### config.mk
export PLATFORM = sky130hd
export DESIGN_NAME = mux2
export DESIGN_NICKNAME = d
export VERILOG_FILES = /design/src/rtl/mux2_pkg.sv /design/src/rtl/mux2_sel_stats.sv /design/src/rtl/mux2.sv
export SDC_FILE = /design/constraint.sdc
export NUM_CORES = 1
export LEC_CHECK = 0
export CAP_MARGIN = 20
export CORE_AREA = 3 3 40 42
export CTS_CLUSTER_SIZE = 12
export DETAILED_ROUTE_END_ITERATION = 8
export DIE_AREA = 0 0 43 45
export GPL_TIMING_DRIVEN = 0
export PLACE_DENSITY = 0.51
export SYNTH_ARGS = -nofsm -noshare
export SYNTH_HDL_FRONTEND = slang
export SYNTH_SLANG_ARGS = --single-unit
export TNS_END_PERCENT = 1
### constraint.sdc
create_clock -name clk -period 1.1 [get_ports clk]
set_input_delay 0.11 -clock clk [delete_from_list [all_inputs] [get_ports clk]]
set_output_delay 0.11 -clock clk [all_outputs]
set_load 0.05 [all_outputs]
### src/rtl/mux2_pkg.sv
// -----------------------------------------------------------------------------
// mux2_pkg
// Shared constants, the default data type and a small helper for the mux2 block.
//   MUX2_WIDTH_DEF : default data width of mux2
//   MUX2_CNT_W_DEF : default width of the select-switch counter
//   mux2_data_t    : data word at the default width
//   sel_changed()  : true when the current select differs from its registered copy
// -----------------------------------------------------------------------------
package mux2_pkg;

  localparam int MUX2_WIDTH_DEF = 4;
  localparam int MUX2_CNT_W_DEF = 8;

  typedef logic [MUX2_WIDTH_DEF-1:0] mux2_data_t;

  function automatic logic sel_changed(input logic sel, input logic sel_q);
    return sel ^ sel_q;
  endfunction

endpackage

### src/rtl/mux2_sel_stats.sv
// -----------------------------------------------------------------------------
// mux2_sel_stats
// Select-switch statistics for mux2: keeps a registered copy of the select
// and counts the rising clock edges at which the select differs from it.
// The counter wraps silently at 2^CNT_W.
// Ports:
//   clk      : clock, rising edge
//   rst      : asynchronous active-high reset (clears s_q and the counter)
//   i_s      : select being watched
//   o_s_q    : registered copy of i_s
//   o_sw_cnt : number of select transitions seen, modulo 2^CNT_W
// -----------------------------------------------------------------------------
module mux2_sel_stats
  import mux2_pkg::*;
#(
  parameter int CNT_W = MUX2_CNT_W_DEF
) (
  input  logic             clk,
  input  logic             rst,
  input  logic             i_s,
  output logic             o_s_q,
  output logic [CNT_W-1:0] o_sw_cnt
);

  logic             r_s_q;
  logic [CNT_W-1:0] r_cnt;
  logic             w_changed;

  // r_s_q clears to 0 in reset, so a select of 1 at the first edge after
  // release is counted as a transition.
  assign w_changed = sel_changed(i_s, r_s_q);

  always_ff @(posedge clk or posedge rst) begin
    if (rst) begin
      r_s_q <= 1'b0;
      r_cnt <= '0;
    end else begin
      r_s_q <= i_s;
      if (w_changed) begin
        r_cnt <= r_cnt + 1'b1;
      end
    end
  end

  assign o_s_q    = r_s_q;
  assign o_sw_cnt = r_cnt;

endmodule

### src/rtl/mux2.sv
// -----------------------------------------------------------------------------
// mux2
// Two-input multiplexer with a combinational output and a registered copy.
// Optional select-switch statistics are built when MUX2_SEL_STATS_EN is
// defined; without it the statistics logic and the sw_cnt port are absent.
// Ports:
//   clk    : clock, rising edge
//   rst    : asynchronous active-high reset (clears y_q and statistics)
//   a1     : data input chosen when s = 0
//   a2     : data input chosen when s = 1
//   s      : select
//   y      : combinational mux output, valid during reset
//   y_q    : y registered on every rising edge
//   sw_cnt : select transition count (MUX2_SEL_STATS_EN only)
// -----------------------------------------------------------------------------
module mux2
  import mux2_pkg::*;
#(
  parameter int WIDTH = MUX2_WIDTH_DEF,
  parameter int CNT_W = MUX2_CNT_W_DEF
) (
  input  logic             clk,
  input  logic             rst,
  input  logic [WIDTH-1:0] a1,
  input  logic [WIDTH-1:0] a2,
  input  logic             s,
  output logic [WIDTH-1:0] y,
  output logic [WIDTH-1:0] y_q
`ifdef MUX2_SEL_STATS_EN
  ,
  output logic [CNT_W-1:0] sw_cnt
`endif
);

  logic [WIDTH-1:0] w_y;
  logic [WIDTH-1:0] r_y_q;

  // Catch a nonsensical counter width at elaboration in every build.
  if (CNT_W < 1) begin : g_cnt_w_invalid
    $error("mux2: CNT_W must be at least 1");
  end

  // Pure combinational select; no dependence on clk or rst.
  assign w_y = s ? a2 : a1;
  assign y   = w_y;

  always_ff @(posedge clk or posedge rst) begin
    if (rst) begin
      r_y_q <= '0;
    end else begin
      r_y_q <= w_y;
    end
  end

  assign y_q = r_y_q;

`ifdef MUX2_SEL_STATS_EN
  logic w_s_q;

  mux2_sel_stats #(
    .CNT_W (CNT_W)
  ) u_sel_stats (
    .clk      (clk),
    .rst      (rst),
    .i_s      (s),
    .o_s_q    (w_s_q),
    .o_sw_cnt (sw_cnt)
  );

  // s_q is kept for probing; nothing in the top consumes it.
  logic w_s_q_unused;
  assign w_s_q_unused = w_s_q;
`endif

endmodule

### Word-level counts from Yosys, hierarchy flattened

Cells that the tools add are included.

* bitwise operators: 0
* order comparisons: 0
* mux-type cells: 1
* multipliers: 0
* shifts and indexed selects: 0
* equality and inequality tests: 0
* $add $sub $neg: 0
* div/mod/pow operators: 0
* reductions and logical operators: 0

Operator list (number)
* two-way mux 4 bit: 1

* bits in read-only memories: 0
* latch bits: 0
* memories kept: 0
* input bits: 11
* bits in writable memories: 0
* flip-flop bits (word level): 4
* logic and storage cells: 2

### Logic depth before layout (Yosys ltp)

Gate-level depths: netlist of the first run.

* depth after elaboration: 1
* depth in mapped cells: 1
* depth with buffers taken out: 1

### Least setup slack after synthesis of the first run

Ideal clock, no wire load.

* path kind: input port to flip-flop
* from: input s
* to: register r_y_q[0], in the netlist y_q[0]
* library setup time: 0.175 ns
* stages: 1
* setup slack: 0.378 ns
* arrival: 0.547 ns
* data required time: 0.925 ns
* cell sequence: mux2_2

* cells in the longest elaborated chain, start to end: 1

RTL lines
* start, declared: line mux2.sv:26 `input logic s,`
* two-way mux 4 bit: line mux2.sv:44 `assign w_y = s ? a2 : a1;`
* end signal, assigned: line mux2.sv:51 `r_y_q <= w_y;`
* end, declared: line mux2.sv:36 `logic [WIDTH-1:0] r_y_q;`

Every way passes these cells.

### Worst setup path after layout of the first run

* from: input a1[2]
* to: output y[2]

* cells in the longest elaborated chain, start to end: 1

RTL lines
* start, declared: line mux2.sv:24 `input logic [WIDTH-1:0] a1,`
* two-way mux 4 bit: line mux2.sv:44
* end, declared: line mux2.sv:27 `output logic [WIDTH-1:0] y,`

Every way passes these cells.

==> impl_metrics.toml, run 1 <==
[synth]
synth.net_count = 20
yosys_warnings = 0
synth_cell_types = 3
seq_area_frac_synth_pct = 67.2
ys_ff_latch = 4
synthXorXnorAreaFrac_pct = 0
syn_area_sq_um = 149
syn-mean-instance-area_sq_um = 16.5
synthCells = 9
synth-adder-area-share_pct = 0
synth_top_family_by_area = "multiplexers"
synth-simple-area-share_pct = 0
synth_compound_area_share_pct = 0
synth_mux_area_share_pct = 30.3

[clock_network]
cts_buffer_depth = 2
ctsHoldBuffers = 0
cts.sinks = 4
cts_resized = 39
h-tree-depth = 1
cts_tree = "built"
cts_setup_buffers = 0
cts-root-buf = "clkbuf_4"
numCtsBuffers = 3
clk_pin_slew_ns = 0.04

[detailed_routing]
vias_per_cell = 3.53
drc_errors = 0
drtIter0Drc = 2
drt_wl_total_microns = 503
first_pass_iters = 2
num_vias = 159
wl_per_cell_microns = 11.2
antenna_left = 0

[timing]
finalSetupViolations = 0
drv_slew = 0
rsz0062_at_grt = "no"
worst_slew_pin_slew_ns = 0.282
fin_ws_ns = 0.0214
hold_violations = 0
period_minus_slack_ns = 1.08
fmax_mhz = 927
post-route-period-util_pct = 98.1
slew_headroom_pct = 81.3

[cells_and_area]
multi_input_area_sq_um = 48.8
syn_to_final_growth_pct = 155
regArea_sq_um = 100
drive_gt1_share_pct = 50.0
nFillCells = 139
largest_reg_flops = 4
nets = 43
antenna_cells = 0
finalNonFillerCells = 45

[power]
p_sw_share_pct = 31.8
finalPower_mw = 0.525
clock_power_share_pct = 33.7
p_int_mw = 0.358
power.leakage_nw = 0.168
p_sw_mw = 0.167
p_comb_share_pct = 35.4
p_per_area_mw_per_mm2 = 1380
pwr-share-seq_pct = 30.9
peakVddDrop_v = 0.000361

[min_path]
min_path_type = "in -> async"

[worst_setup_path]
critical_path_class = "in -> out"
cp-end-kind = "output port"
required_ns = 0.99
arrival_ns = 0.97
start_kind = "primary input"
critPathMaxFanout = 2

[placed_design]
placed_cells = 42
routabilityCongestion = 0.698
place_ws_ns = -0.782
io_buffer_count = 18

[floorplan]
core.rowCount = 13
ioPinCount = 19
die_y_microns = 45
initial_core_util_pct = 11.6
design.core.area_sq_mm = 0.00128
dieArea_sq_mm = 0.00194
die_w_microns = 43

[grt]
antenna_found_initial = 0
grt_overflow_total = 0
grt_usage_pct = 6.77
grt_first_pass_wirelength_microns = 821
grt_pass1_vias = 206
grt_max_degree = 5

[job]
cap_violations = 0

[status]
status = "finished clean"
-- metal layers --
| metal | share of wire [%] | up-vias | GRT usage [%] |
|---|---|---|---|
| li1 | - | 72 | - |
| met1 | 38 | 68 | 5.61 |
| met4 | 0 | 0 | 9.04 |
| met5 | 0 | - | 0 |
| met3 | 20 | 0 | 4.38 |
| met2 | 42 | 19 | 9.58 |
-- cells by family after synthesis --
family   after synthesis
buf+inv                1
flops                  4
mux                    4
-- critical path, cell delays in order --
cell and delay, ns:
clkdlybuf4s50_1 0.39, mux2_2 0.27, buf_4 0.19
-- final timing paths --
kind                       start  endpoint  slack, ns  depth (start not counted)
max in group asynchronous    rst    y_q[1]       0.89                          2
setup / recovery           a1[2]      y[2]       0.02                          3
min in group clk               s    y_q[2]       0.40                          2
hold / removal               rst    y_q[2]       0.07                          2
-- area by class of cell --
type | count | area share (%)
repair buffers | 18 | 49.0
multi-input cells | 4 | 12.8
inverters | 1 | 0.987
clock buffers | 3 | 5.92
flip-flops and latches | 4 | 26.3
well taps | 15 | 4.93
-- power by group through the flow --
stage | registers (mW) | clock network [mW] | logic, mW
finish | 0.162 | 0.177 | 0.186
global route | 0.163 | 0.211 | 0.194
CTS | 0.162 | 0.191 | 0.181
detailed placement | 0.164 | 0 | 0.186
global placement | 0.163 | 0 | 0.185
floorplan | 0.205 | 0 | 0.0601
-- cell usage after synthesis --
cell     number  area (sq um)
dfrtp_1       4           100
mux2_2        4          45.0
inv_1         1          3.75
-- per-stage QoR --
step	TNS (ns)	utilization [%]	area, sq um	hold slack, ns
5_1_grt	0	29.6	380	0.0727
4_1_cts	-0.00417	28.7	369	0.0600
6_report	0	29.6	380	0.0653
3_3_place_gp	-3.66	27.1	348	0.302
2_1_floorplan	0	-	149	-0.124
3_5_place_dp	-3.91	27.1	348	0.305
-- layout by cell type, fill, tap and decap left out --
master / Yosys / routed
mux2_2: 4 / 3
clkbuf_4: 0 / 3
inv_1: 1 / 1
clkdlybuf4s50_1: 0 / 9
clkdlybuf4s15_1: 0 / 1
buf_6: 0 / 3
dfrtp_1: 4 / 4
mux2_4: 0 / 1
buf_4: 0 / 1
clkdlybuf4s15_2: 0 / 4
(Power assumes the default switching activity.)
==> run 2: changes to the inputs <==
Settings changed: SKIP_CTS_REPAIR_TIMING set to 1.
==> run 2 against run 1 <==
- largest power group unchanged
- critical path type unchanged
- critical endpoint unchanged
- fmax is 1.8% lower
- via count down 1.3%
- first-iteration DRC count stayed put
==> impl_metrics.toml, run 2 (synthesized netlist as in run 1, its figures left out) <==
[cells_and_area]
finalNonFillerCells = 45
nets = 43
antenna_cells = 0
syn_to_final_growth_pct = 139
drive_gt1_share_pct = 50.0
layout_common_cells = "9 x clkdlybuf4s50_1, 4 x clkbuf_2, 4 x dfrtp_1"
largest_reg_flops = 4
final_common_cell = "clkdlybuf4s50_1"
final_core_util_pct = 27.7

[floorplan]
core.rowCount = 13
design.core.area_sq_mm = 0.00128
die_y_microns = 45
die_w_microns = 43
ioPinCount = 19
initial_core_util_pct = 11.6
dieArea_sq_mm = 0.00194

[timing]
slew_headroom_pct = 81.3
drv_slew = 0
post-route-period-util_pct = 99.9
worst_slew_pin_slew_ns = 0.282
rsz0062_at_grt = "yes"
fmax_mhz = 910
setup_tns_ns = 0
hold_violations = 0
finalSetupViolations = 0
period_minus_slack_ns = 1.10

[job]
cap_violations = 0

[grt]
antenna_found_initial = 0
grt_overflow_total = 0
grt_first_pass_wirelength_microns = 807
grt_max_degree = 5
grt_pass1_vias = 199
grt_usage_pct = 6.69

[worst_setup_path]
start_kind = "primary input"
crit_start = "a1[2]"
critical_path_class = "in -> out"
cp-end-kind = "output port"
cp.depth = 3
crit_chain = "clkdlybuf4s50_1 > mux2_2 > buf_2"
required_ns = 0.99
critical-path-top-delay-family = "buffers and inverters"
critPathMaxFanout = 2
arrival_ns = 0.99
crit_path_max_incr_delay_ns = 0.39
path_buf_inv = 2
slowest_stage = "clkdlybuf4s50_1"

[power]
power.leakage_nw = 0.173
peakVddDrop_v = 0.000370
p_per_area_mw_per_mm2 = 1450

[clock_network]
numCtsBuffers = 3
cts_buffer_depth = 2
cts.sinks = 4
cts-root-buf = "clkbuf_4"
clk_pin_slew_ns = 0.04
h-tree-depth = 1
cts_tree = "built"

[status]
status = "finished clean"

[detailed_routing]
drc_errors = 0
num_vias = 157
drtIter0Drc = 2
wl_per_cell_microns = 11.3
vias_per_cell = 3.49
antenna_left = 0
drt_wl_total_microns = 508
first_pass_iters = 2

[placed_design]
routabilityCongestion = 0.698
placed_cells = 42
io_buffer_count = 18

[min_path]
min_path_type = "in -> async"
[run 2: changes by cell type in the layout (fill, tap and decap cells not counted)]
cell,before,now
buf_2,0,1
clkbuf_2,0,4
buf_4,1,0
clkdlybuf4s15_2,4,0
dlymetal6s2s_1,0,1
clkdlybuf4s15_1,1,0
[run 2: cell type report]
cell class	instances	area (sq um)
clock buffers	3	22.5
fillers	143	930
inverters	1	3.75
multi-input cells	4	48.8
flip-flops and latches	4	100
well taps	15	18.8
repair buffers	18	161
[run 2: path summary, 6_finish.rpt]
path	slack, ns	to
setup / recovery	0.001	y[2]
min in group clk	0.32	y_q[2]
max in group asynchronous	0.89	y_q[1]
hold / removal	0.07	y_q[2]
[run 2: per-stage QoR]
stage / setup slack, ns / cell area, sq um / hold WS (ns) / total power [mW]
6_report: 0.00133 / 355 / 0.0673 / 0.516
3_5_place_dp: -0.782 / 348 / 0.305 / 0.350
3_3_place_gp: -0.750 / 348 / 0.302 / 0.348
4_1_cts: -0.794 / 370 / 0.0600 / 0.540
5_1_grt: -0.0163 / 355 / 0.0718 / 0.559
2_1_floorplan: 0.378 / 149 / -0.124 / 0.265
[run 2: power breakdown]
group	switching, mW	internal [mW]
Clock	0.0555	0.122
Combinational	0.109	0.0682
Sequential	0.00292	0.159
[run 2: routing by layer]
metal  part of all wire, %  GRT usage (%)
met4                     0           9.04
met1                    41           5.61
met3                    19           4.78
met5                     0              0
met2                    41           8.98
